### config.mk
export PLATFORM = sky130hd
export DESIGN_NAME = ads1292_spi_responder
export DESIGN_NICKNAME = d
export VERILOG_FILES = /design/src/rtl/ads1292_spi_responder.sv
export SDC_FILE = /design/constraint.sdc
export NUM_CORES = 1
export LEC_CHECK = 0
export CORE_MARGIN = 1.5
export CORE_UTILIZATION = 27
export DETAILED_ROUTE_END_ITERATION = 8
export PLACE_DENSITY = 0.46
export SYNTH_ARGS = -nofsm -noshare
export SYNTH_HDL_FRONTEND = slang
export SYNTH_SLANG_ARGS = --single-unit
### constraint.sdc
create_clock -name i_CLK -period 22.1 [get_ports i_CLK]
set_input_delay 5.525 -clock i_CLK [delete_from_list [all_inputs] [get_ports i_CLK]]
set_output_delay 5.525 -clock i_CLK [all_outputs]
set_load 0.03 [all_outputs]
### src/rtl/ads1292_spi_responder.sv
// ADS1292 SPI responder: register file, command decoder and sample streaming,
// all clocked on i_CLK with the SPI pins oversampled through synchronizers.
`timescale 1ns/1ps
module ads1292_spi_responder #(
    parameter int unsigned DRDY_PERIOD = 100000,
    parameter logic [7:0]  ID_VALUE    = 8'h73
) (
    input  logic        i_CLK,
    input  logic        i_RST,
    input  logic        i_SPI_CLK,
    input  logic        i_SPI_CSN,
    input  logic        i_SPI_MOSI,
    output logic        o_SPI_MISO,
    input  logic        i_ADS1292_START,
    input  logic        i_ADS1292_RESETN,
    output logic        o_ADS1292_DRDY,
    input  logic [71:0] i_SAMPLE_DATA,
    output logic        o_SAMPLE_TAKEN,
    output logic        o_OVERRUN,
    output logic        o_RDATAC
);

    localparam int CNT_W = (DRDY_PERIOD > 2) ? $clog2(DRDY_PERIOD) : 1;
    localparam logic [CNT_W-1:0] CNT_LAST = CNT_W'(DRDY_PERIOD - 1);
    localparam logic [CNT_W-1:0] CNT_PRE  = CNT_W'(DRDY_PERIOD - 2);

    typedef enum logic [2:0] {ST_IDLE, ST_ARG, ST_WDATA, ST_RDOUT, ST_STREAM} state_t;

    function automatic logic [7:0] reg_default(input logic [3:0] a);
        case (a)
            4'h0:    return ID_VALUE;
            4'h1:    return 8'h02;
            4'h2:    return 8'h80;
            4'h3:    return 8'h10;
            4'h9:    return 8'h02;
            4'hA:    return 8'h05;
            4'hB:    return 8'h0C;
            default: return 8'h00;
        endcase
    endfunction

    // [0] metastable stage, [1] synchronized value, [2] previous synchronized value
    logic [2:0] sclk_sync_q, csn_sync_q;
    logic [1:0] mosi_sync_q, rstn_sync_q;

    always_ff @(posedge i_CLK or posedge i_RST) begin
        if (i_RST) begin
            sclk_sync_q <= '0;
            csn_sync_q  <= '0;
            mosi_sync_q <= '0;
            rstn_sync_q <= '0;
        end else begin
            // NOTE: non-blocking assignments let every flop sample the pre-edge value, so the chain shifts by one stage per clock.
            sclk_sync_q <= {sclk_sync_q[1:0], i_SPI_CLK};
            csn_sync_q  <= {csn_sync_q[1:0], i_SPI_CSN};
            mosi_sync_q <= {mosi_sync_q[0], i_SPI_MOSI};
            rstn_sync_q <= {rstn_sync_q[0], i_ADS1292_RESETN};
        end
    end

    logic sclk_rise, sclk_fall, csn_high, csn_fall, mosi_bit, soft_rst;
    assign sclk_rise = sclk_sync_q[1] & ~sclk_sync_q[2];
    assign sclk_fall = ~sclk_sync_q[1] & sclk_sync_q[2];
    assign csn_high  = csn_sync_q[1];
    assign csn_fall  = csn_sync_q[2] & ~csn_sync_q[1];
    assign mosi_bit  = mosi_sync_q[1];
    assign soft_rst  = ~rstn_sync_q[1];

    state_t           state_q, state_d;
    logic [2:0]       bit_cnt_q, bit_cnt_d;
    logic [6:0]       rx_q, rx_d;
    logic [7:0]       tx_q, tx_d;
    logic [7:0]       addr_q, addr_d;
    logic [7:0]       count_q, count_d;
    logic             is_read_q, is_read_d;
    logic [6:0]       stream_cnt_q, stream_cnt_d;
    logic             miso_q, miso_d;
    logic [7:0]       regs_q [12];
    logic [7:0]       regs_d [12];
    logic             rdatac_q, rdatac_d;
    logic             start_flag_q, start_flag_d;
    logic [CNT_W-1:0] drdy_cnt_q, drdy_cnt_d;
    logic             drdy_q, drdy_d;
    logic [71:0]      shadow_q, shadow_d;
    logic             new_data_q, new_data_d;
    logic             armed_q, armed_d;
    logic             taken_q, taken_d;
    logic             overrun_q, overrun_d;

    function automatic logic [7:0] reg_read(input logic [7:0] a);
        if (a <= 8'd11) return regs_q[a[3:0]];
        return 8'h00;
    endfunction

    logic [7:0] rx_byte;
    logic [6:0] stream_idx;
    logic       byte_done, cmd_reset, start_eff, fire, streaming;

    always_comb begin
        // NOTE: every variable gets a default before any branch, so no path leaves one unassigned and no latch is inferred.
        state_d      = state_q;
        bit_cnt_d    = bit_cnt_q;
        rx_d         = rx_q;
        tx_d         = tx_q;
        addr_d       = addr_q;
        count_d      = count_q;
        is_read_d    = is_read_q;
        stream_cnt_d = stream_cnt_q;
        miso_d       = miso_q;
        regs_d       = regs_q;
        rdatac_d     = rdatac_q;
        start_flag_d = start_flag_q;
        drdy_cnt_d   = drdy_cnt_q;
        drdy_d       = drdy_q;
        shadow_d     = shadow_q;
        new_data_d   = new_data_q;
        armed_d      = armed_q;
        taken_d      = 1'b0;
        overrun_d    = 1'b0;
        rx_byte      = {rx_q, mosi_bit};
        stream_idx   = 7'd71 - stream_cnt_q;
        byte_done    = 1'b0;
        cmd_reset    = 1'b0;
        start_eff    = i_ADS1292_START | start_flag_q;
        fire         = start_eff && (drdy_cnt_q == CNT_LAST);
        streaming    = (state_q == ST_STREAM) && (stream_cnt_q < 7'd72);

        if (csn_high) begin
            armed_d   = 1'b1;
            state_d   = ST_IDLE;
            bit_cnt_d = 3'd0;
            miso_d    = 1'b0;
        end else if (armed_q) begin
            if (csn_fall && rdatac_q && new_data_q) begin
                state_d      = ST_STREAM;
                stream_cnt_d = 7'd0;
                new_data_d   = 1'b0;
            end
            if (sclk_rise) begin
                case (state_q)
                    ST_RDOUT: begin
                        miso_d = tx_q[7];
                        tx_d   = {tx_q[6:0], 1'b0};
                    end
                    ST_STREAM: begin
                        miso_d = streaming ? shadow_q[stream_idx] : 1'b0;
                        if (streaming) stream_cnt_d = stream_cnt_q + 7'd1;
                    end
                    default: miso_d = 1'b0;
                endcase
            end
            if (sclk_fall) begin
                drdy_d    = 1'b1;
                bit_cnt_d = bit_cnt_q + 3'd1;
                rx_d      = rx_byte[6:0];
                byte_done = (bit_cnt_q == 3'd7);
            end
        end

        if (byte_done) begin
            case (state_q)
                ST_IDLE: begin
                    case (rx_byte)
                        8'h06: cmd_reset = 1'b1;
                        8'h08: start_flag_d = 1'b1;
                        8'h0A: start_flag_d = 1'b0;
                        8'h10: rdatac_d = 1'b1;
                        8'h11: rdatac_d = 1'b0;
                        8'h12: begin
                            state_d      = ST_STREAM;
                            stream_cnt_d = 7'd0;
                            new_data_d   = 1'b0;
                        end
                        default: begin
                            if (!rdatac_q && (rx_byte[7:6] == 2'b00 || rx_byte[7:6] == 2'b01)
                                && (rx_byte[5] ^ rx_byte[6])) begin
                                state_d   = ST_ARG;
                                is_read_d = (rx_byte[7:5] == 3'b001);
                                addr_d    = {3'b000, rx_byte[4:0]};
                            end
                        end
                    endcase
                end
                ST_ARG: begin
                    count_d = rx_byte;
                    if (is_read_q) begin
                        state_d = ST_RDOUT;
                        tx_d    = reg_read(addr_q);
                    end else begin
                        state_d = ST_WDATA;
                    end
                end
                ST_WDATA: begin
                    if (addr_q >= 8'd1 && addr_q <= 8'd11) regs_d[addr_q[3:0]] = rx_byte;
                    addr_d = addr_q + 8'd1;
                    if (count_q == 8'd0) state_d = ST_IDLE;
                    else count_d = count_q - 8'd1;
                end
                ST_RDOUT: begin
                    addr_d = addr_q + 8'd1;
                    if (count_q == 8'd0) begin
                        state_d = ST_IDLE;
                    end else begin
                        count_d = count_q - 8'd1;
                        tx_d    = reg_read(addr_q + 8'd1);
                    end
                end
                ST_STREAM: begin
                    case (rx_byte)
                        8'h06:   cmd_reset = 1'b1;
                        8'h0A:   start_flag_d = 1'b0;
                        8'h11:   rdatac_d = 1'b0;
                        default: ;
                    endcase
                end
                default: state_d = ST_IDLE;
            endcase
        end

        // Sample timer: DRDY is released one cycle before each fire so every sample gives a fresh falling edge.
        if (!start_eff || fire) drdy_cnt_d = '0;
        else drdy_cnt_d = drdy_cnt_q + CNT_W'(1);
        if (start_eff && drdy_cnt_q == CNT_PRE) drdy_d = 1'b1;
        if (fire) begin
            if (streaming) begin
                overrun_d = 1'b1;
            end else begin
                shadow_d   = i_SAMPLE_DATA;
                taken_d    = 1'b1;
                drdy_d     = 1'b0;
                new_data_d = 1'b1;
            end
        end

        if (cmd_reset) begin
            for (int i = 0; i < 12; i++) regs_d[i] = reg_default(4'(i));
            rdatac_d     = 1'b1;
            start_flag_d = 1'b0;
            drdy_cnt_d   = '0;
            state_d      = ST_IDLE;
        end

        if (soft_rst) begin
            for (int i = 0; i < 12; i++) regs_d[i] = reg_default(4'(i));
            state_d      = ST_IDLE;
            bit_cnt_d    = 3'd0;
            rx_d         = 7'd0;
            tx_d         = 8'd0;
            addr_d       = 8'd0;
            count_d      = 8'd0;
            is_read_d    = 1'b0;
            stream_cnt_d = 7'd0;
            miso_d       = 1'b0;
            rdatac_d     = 1'b1;
            start_flag_d = 1'b0;
            drdy_cnt_d   = '0;
            drdy_d       = 1'b1;
            shadow_d     = 72'd0;
            new_data_d   = 1'b0;
            armed_d      = 1'b0;
            taken_d      = 1'b0;
            overrun_d    = 1'b0;
        end
    end

    always_ff @(posedge i_CLK or posedge i_RST) begin
        if (i_RST) begin
            state_q      <= ST_IDLE;
            bit_cnt_q    <= 3'd0;
            rx_q         <= 7'd0;
            tx_q         <= 8'd0;
            addr_q       <= 8'd0;
            count_q      <= 8'd0;
            is_read_q    <= 1'b0;
            stream_cnt_q <= 7'd0;
            miso_q       <= 1'b0;
            // NOTE: the register file is tiny and has architectural reset values, so it is built from resettable flops rather than RAM.
            for (int i = 0; i < 12; i++) regs_q[i] <= reg_default(4'(i));
            rdatac_q     <= 1'b1;
            start_flag_q <= 1'b0;
            drdy_cnt_q   <= '0;
            drdy_q       <= 1'b1;
            shadow_q     <= 72'd0;
            new_data_q   <= 1'b0;
            armed_q      <= 1'b0;
            taken_q      <= 1'b0;
            overrun_q    <= 1'b0;
        end else begin
            state_q      <= state_d;
            bit_cnt_q    <= bit_cnt_d;
            rx_q         <= rx_d;
            tx_q         <= tx_d;
            addr_q       <= addr_d;
            count_q      <= count_d;
            is_read_q    <= is_read_d;
            stream_cnt_q <= stream_cnt_d;
            miso_q       <= miso_d;
            regs_q       <= regs_d;
            rdatac_q     <= rdatac_d;
            start_flag_q <= start_flag_d;
            drdy_cnt_q   <= drdy_cnt_d;
            drdy_q       <= drdy_d;
            shadow_q     <= shadow_d;
            new_data_q   <= new_data_d;
            armed_q      <= armed_d;
            taken_q      <= taken_d;
            overrun_q    <= overrun_d;
        end
    end

    assign o_SPI_MISO     = miso_q;
    assign o_ADS1292_DRDY = drdy_q;
    assign o_SAMPLE_TAKEN = taken_q;
    assign o_OVERRUN      = overrun_q;
    assign o_RDATAC       = rdatac_q;

endmodule

==> load_flow_metrics.sql <==
INSERT INTO impl_metrics (metric_group, metric, value, unit) VALUES
('status', 'outcome', 'completed', ''),
('floorplanning', 'row_count', '80', ''),
('sta', 'finalClockSkew', '0.0256', 'ns'),
('floorplanning', 'die_wd', '224', 'um'),
('sta', 'final-hold-violation-count', '0', ''),
('synth', 'synthesis.area_per_instance', '10.2', 'sq um'),
('layout', 'ratio_of_cells_with_drive_above_1_in_the_final_layout', '0.160', ''),
('clocking', 'number_of_instances_resized_during_post_cts_repair', '0', ''),
('synth', 'synthTopCellsByArea', 'dfrtp_1, mux4_2, nand2_1', ''),
('routing', 'drcViolationCount', '0', ''),
('layout', 'finalNetCount', '1433', ''),
('synth', 'synth_seq_cells', '248', ''),
('place', 'gp_congestion', '0.845', ''),
('clocking', 'clk-insertion-delay-late', '0.57', 'ns'),
('pwr', 'p_per_area', '64.4', 'nW/um^2'),
('worst_setup_path', 'critical-path-max-stage-delay', '0.70', 'ns'),
('worst_setup_path', 'worst-path-max-fanout', '5', ''),
('clocking', 'postCtsSetupRepairBufs', '0', ''),
('sta', 'final-setup-viol-count', '0', ''),
('place', 'placement.io_buffers', '83', ''),
('clocking', 'worst_setup_hold_path_clk_slew', '0.05', 'ns'),
('worst_setup_path', 'timing.critical_path.to_type', 'primary output', ''),
('sta', 'final-max-slew-violation-count', '0', ''),
('grt', 'total_global_routing_track_utilization', '0.156', ''),
('worst_setup_path', 'required', '16.58', 'ns'),
('grt', 'antenna_found_initial', '0', ''),
('clocking', 'clock-sinks', '248', ''),
('routing', 'final_antenna_net_count', '0', ''),
('sta', 'rsz0062_at_grt', 'no', ''),
('routing', 'routed_via_density', '5.08', ''),
('sta', 'fin_setup_tns', '0', 'ns'),
('routing', 'number_of_violations_reported_at_the_end_of_detailed_routing_iteration_0', '698', ''),
('synth', 'yosys.area.top_type', 'dfrtp_1', ''),
('synth', 'synth_area', '13100', 'sq um'),
('job', 'max_cap_viol_count', '0', ''),
('floorplanning', 'initial_core_util', '0.275', ''),
('clocking', 'tritoncts_clock_tree', 'built', ''),
('layout', 'layout.area.seq', '6230', 'sq um'),
('floorplanning', 'core_area', '47800', 'sq um'),
('layout', 'layout.cell_area.non_filler', '15400', 'sq um'),
('clocking', 'cts.root.buffer_cell', 'clkbuf_16', ''),
('sta', 'worstMarginPinSlew', '1.01', 'ns'),
('synth', 'ys_async_sr_fraction', '1.00', ''),
('layout', 'area_overhead_of_the_layout_relative_to_synthesis', '17.5', '%'),
('synth', 'area_share_of_the_largest_cell_type_after_synthesis', '0.444', ''),
('pwr', 'power', '0.995', 'mW'),
('layout', 'multi_input_comb_area', '6450', 'sq um'),
('worst_setup_path', 'cp-start-kind', 'flip-flop', ''),
('synth', 'yosys_warnings', '0', ''),
('worst_setup_path', 'worstPathCellList', 'clkdlybuf4s50_1', ''),
('worst_setup_path', 'worst_path_dominant_cell_family', 'buffers and inverters', ''),
('place', 'dpl.cell_count', '1921', ''),
('clocking', 'h-tree-depth', '1', ''),
('routing', 'routedWlPerCell', '19.7', 'um'),
('grt', 'grt_overflow_total', '0', ''),
('clocking', 'hold_buffers', '0', ''),
('grt', 'wire_length_of_the_first_global_routing_pass', '60.9', 'mm'),
('worst_setup_path', 'crit_slowest_cell', 'clkdlybuf4s50_1', ''),
('grt', 'grt_start_max_net_pins', '115', ''),
('layout', 'fill_cells', '4962', ''),
('hold_path', 'hold_path_class', 'flip-flop to flip-flop', ''),
('pwr', 'leakage_power', '6.08', 'nW'),
('synth', 'synth_sequential_area_ratio', '0.474', ''),
('grt', 'grt_pass1_vias', '10252', ''),
('synth', 'synthesis.nets', '1378', ''),
('synth', 'yosys_most_used_dff', 'dfrtp_1', ''),
('routing', 'detail_route.wirelength', '38.9', 'mm'),
('routing', 'detailedRoute.firstPassIterationCount', '5', ''),
('layout', 'layoutNonFillerInstCount', '1978', ''),
('clocking', 'clock_tree.buffer_depth', '3', ''),
('place', 'placed_area', '14500', 'sq um');
## final cells by class
cell class / instances / share of cell area
flip-flops and latches: 248 / 0.403
multi-input cells: 936 / 0.418
well taps: 615 / 0.0498
clock buffers: 44 / 0.0547
inverters: 21 / 0.00559
repair buffers: 101 / 0.0626
clock inverters: 13 / 0.00632
## layout by cell type, fill, tap and decap left out, types with 28 or more instances in the layout
cell,instances
nand2_1,279
dfrtp_1,232
a21oi_1,104
o21ai_0,86
nor2_1,85
clkdlybuf4s50_1,83
mux4_2,67
mux2_2,43
nand3_1,31
clkbuf_16,31
mux2i_1,28
## kinds of logic (layout without fill, tap and decap cells)
logic type	after synthesis	after routing	synth area share
adder cells (fa/ha/maj)	15	15	0.0143
flip-flops	248	248	0.474
AND/OR/NAND/NOR	491	491	0.166
AO/OA/AOI/OAI	272	272	0.124
multiplexers	138	138	0.173
XOR/XNOR	20	20	0.0133
buffers and inverters	100	179	0.0364
## final timing paths
kind | startpoint | depth (start not counted) | slack [ns] | to
worst max-delay path | o_RDATAC | 1 | 14.71 | o_RDATAC
worst min-delay path | rstn_sync_q[0] | 0 | 0.35 | rstn_sync_q[1]
worst max register to register | addr_q[0] | 7 | 18.34 | regs_q[24]
worst min register to register | rstn_sync_q[0] | 0 | 0.35 | rstn_sync_q[1]
max in group asynchronous | i_RST | 3 | 15.08 | shadow_q[7]
min in group asynchronous | i_RST | 2 | 5.53 | drdy_cnt_q[4]
## registers in the layout, summed over array words and instances (netlist names), 2 cells and up
signal,flops
regs_q,96
shadow_q,72
drdy_cnt_q,17
addr_q,8
count_q,8
tx_q,8
rx_q,7
stream_cnt_q,7
bit_cnt_q,3
csn_sync_q,3
sclk_sync_q,3
state_q,3
mosi_sync_q,2
rstn_sync_q,2
## cell usage after synthesis, types with 21 or more instances
library cell,number
buf_2,25
nand2_1,279
mux4_2,67
o21ai_0,86
nand3_1,31
clkbuf_1,39
nor2_1,85
a21oi_1,104
inv_1,21
dfrtp_1,233
mux2i_1,28
mux2_2,43
## per-layer routing
metal | track usage | vias to the layer above | wire, um
met5 | 0 | - | 0
met4 | 0.0353 | 0 | 684
met3 | 0.0192 | 47 | 1210
met2 | 0.252 | 161 | 18400
met1 | 0.222 | 5107 | 18600
li1 | - | 4724 | -
## report_power, final
part           internal, mW  switching (mW)  total, mW
Combinational        0.0229          0.0309     0.0538
Sequential            0.462         0.00505      0.467
Clock                 0.276           0.198      0.475
Total                 0.761           0.234      0.995
## stage by stage
step | worst slack (ns) | hold slack (ns) | utilization
CTS | 14.65 | 0.348 | 0.323
global placement | 14.34 | 0.333 | 0.303
global route | 14.64 | 0.363 | 0.323
floorplan | 9.78 | 0.331 | -
detailed placement | 14.35 | 0.336 | 0.303
finish | 14.71 | 0.345 | 0.323
Note: power is estimated with default switching activity, not from simulation.
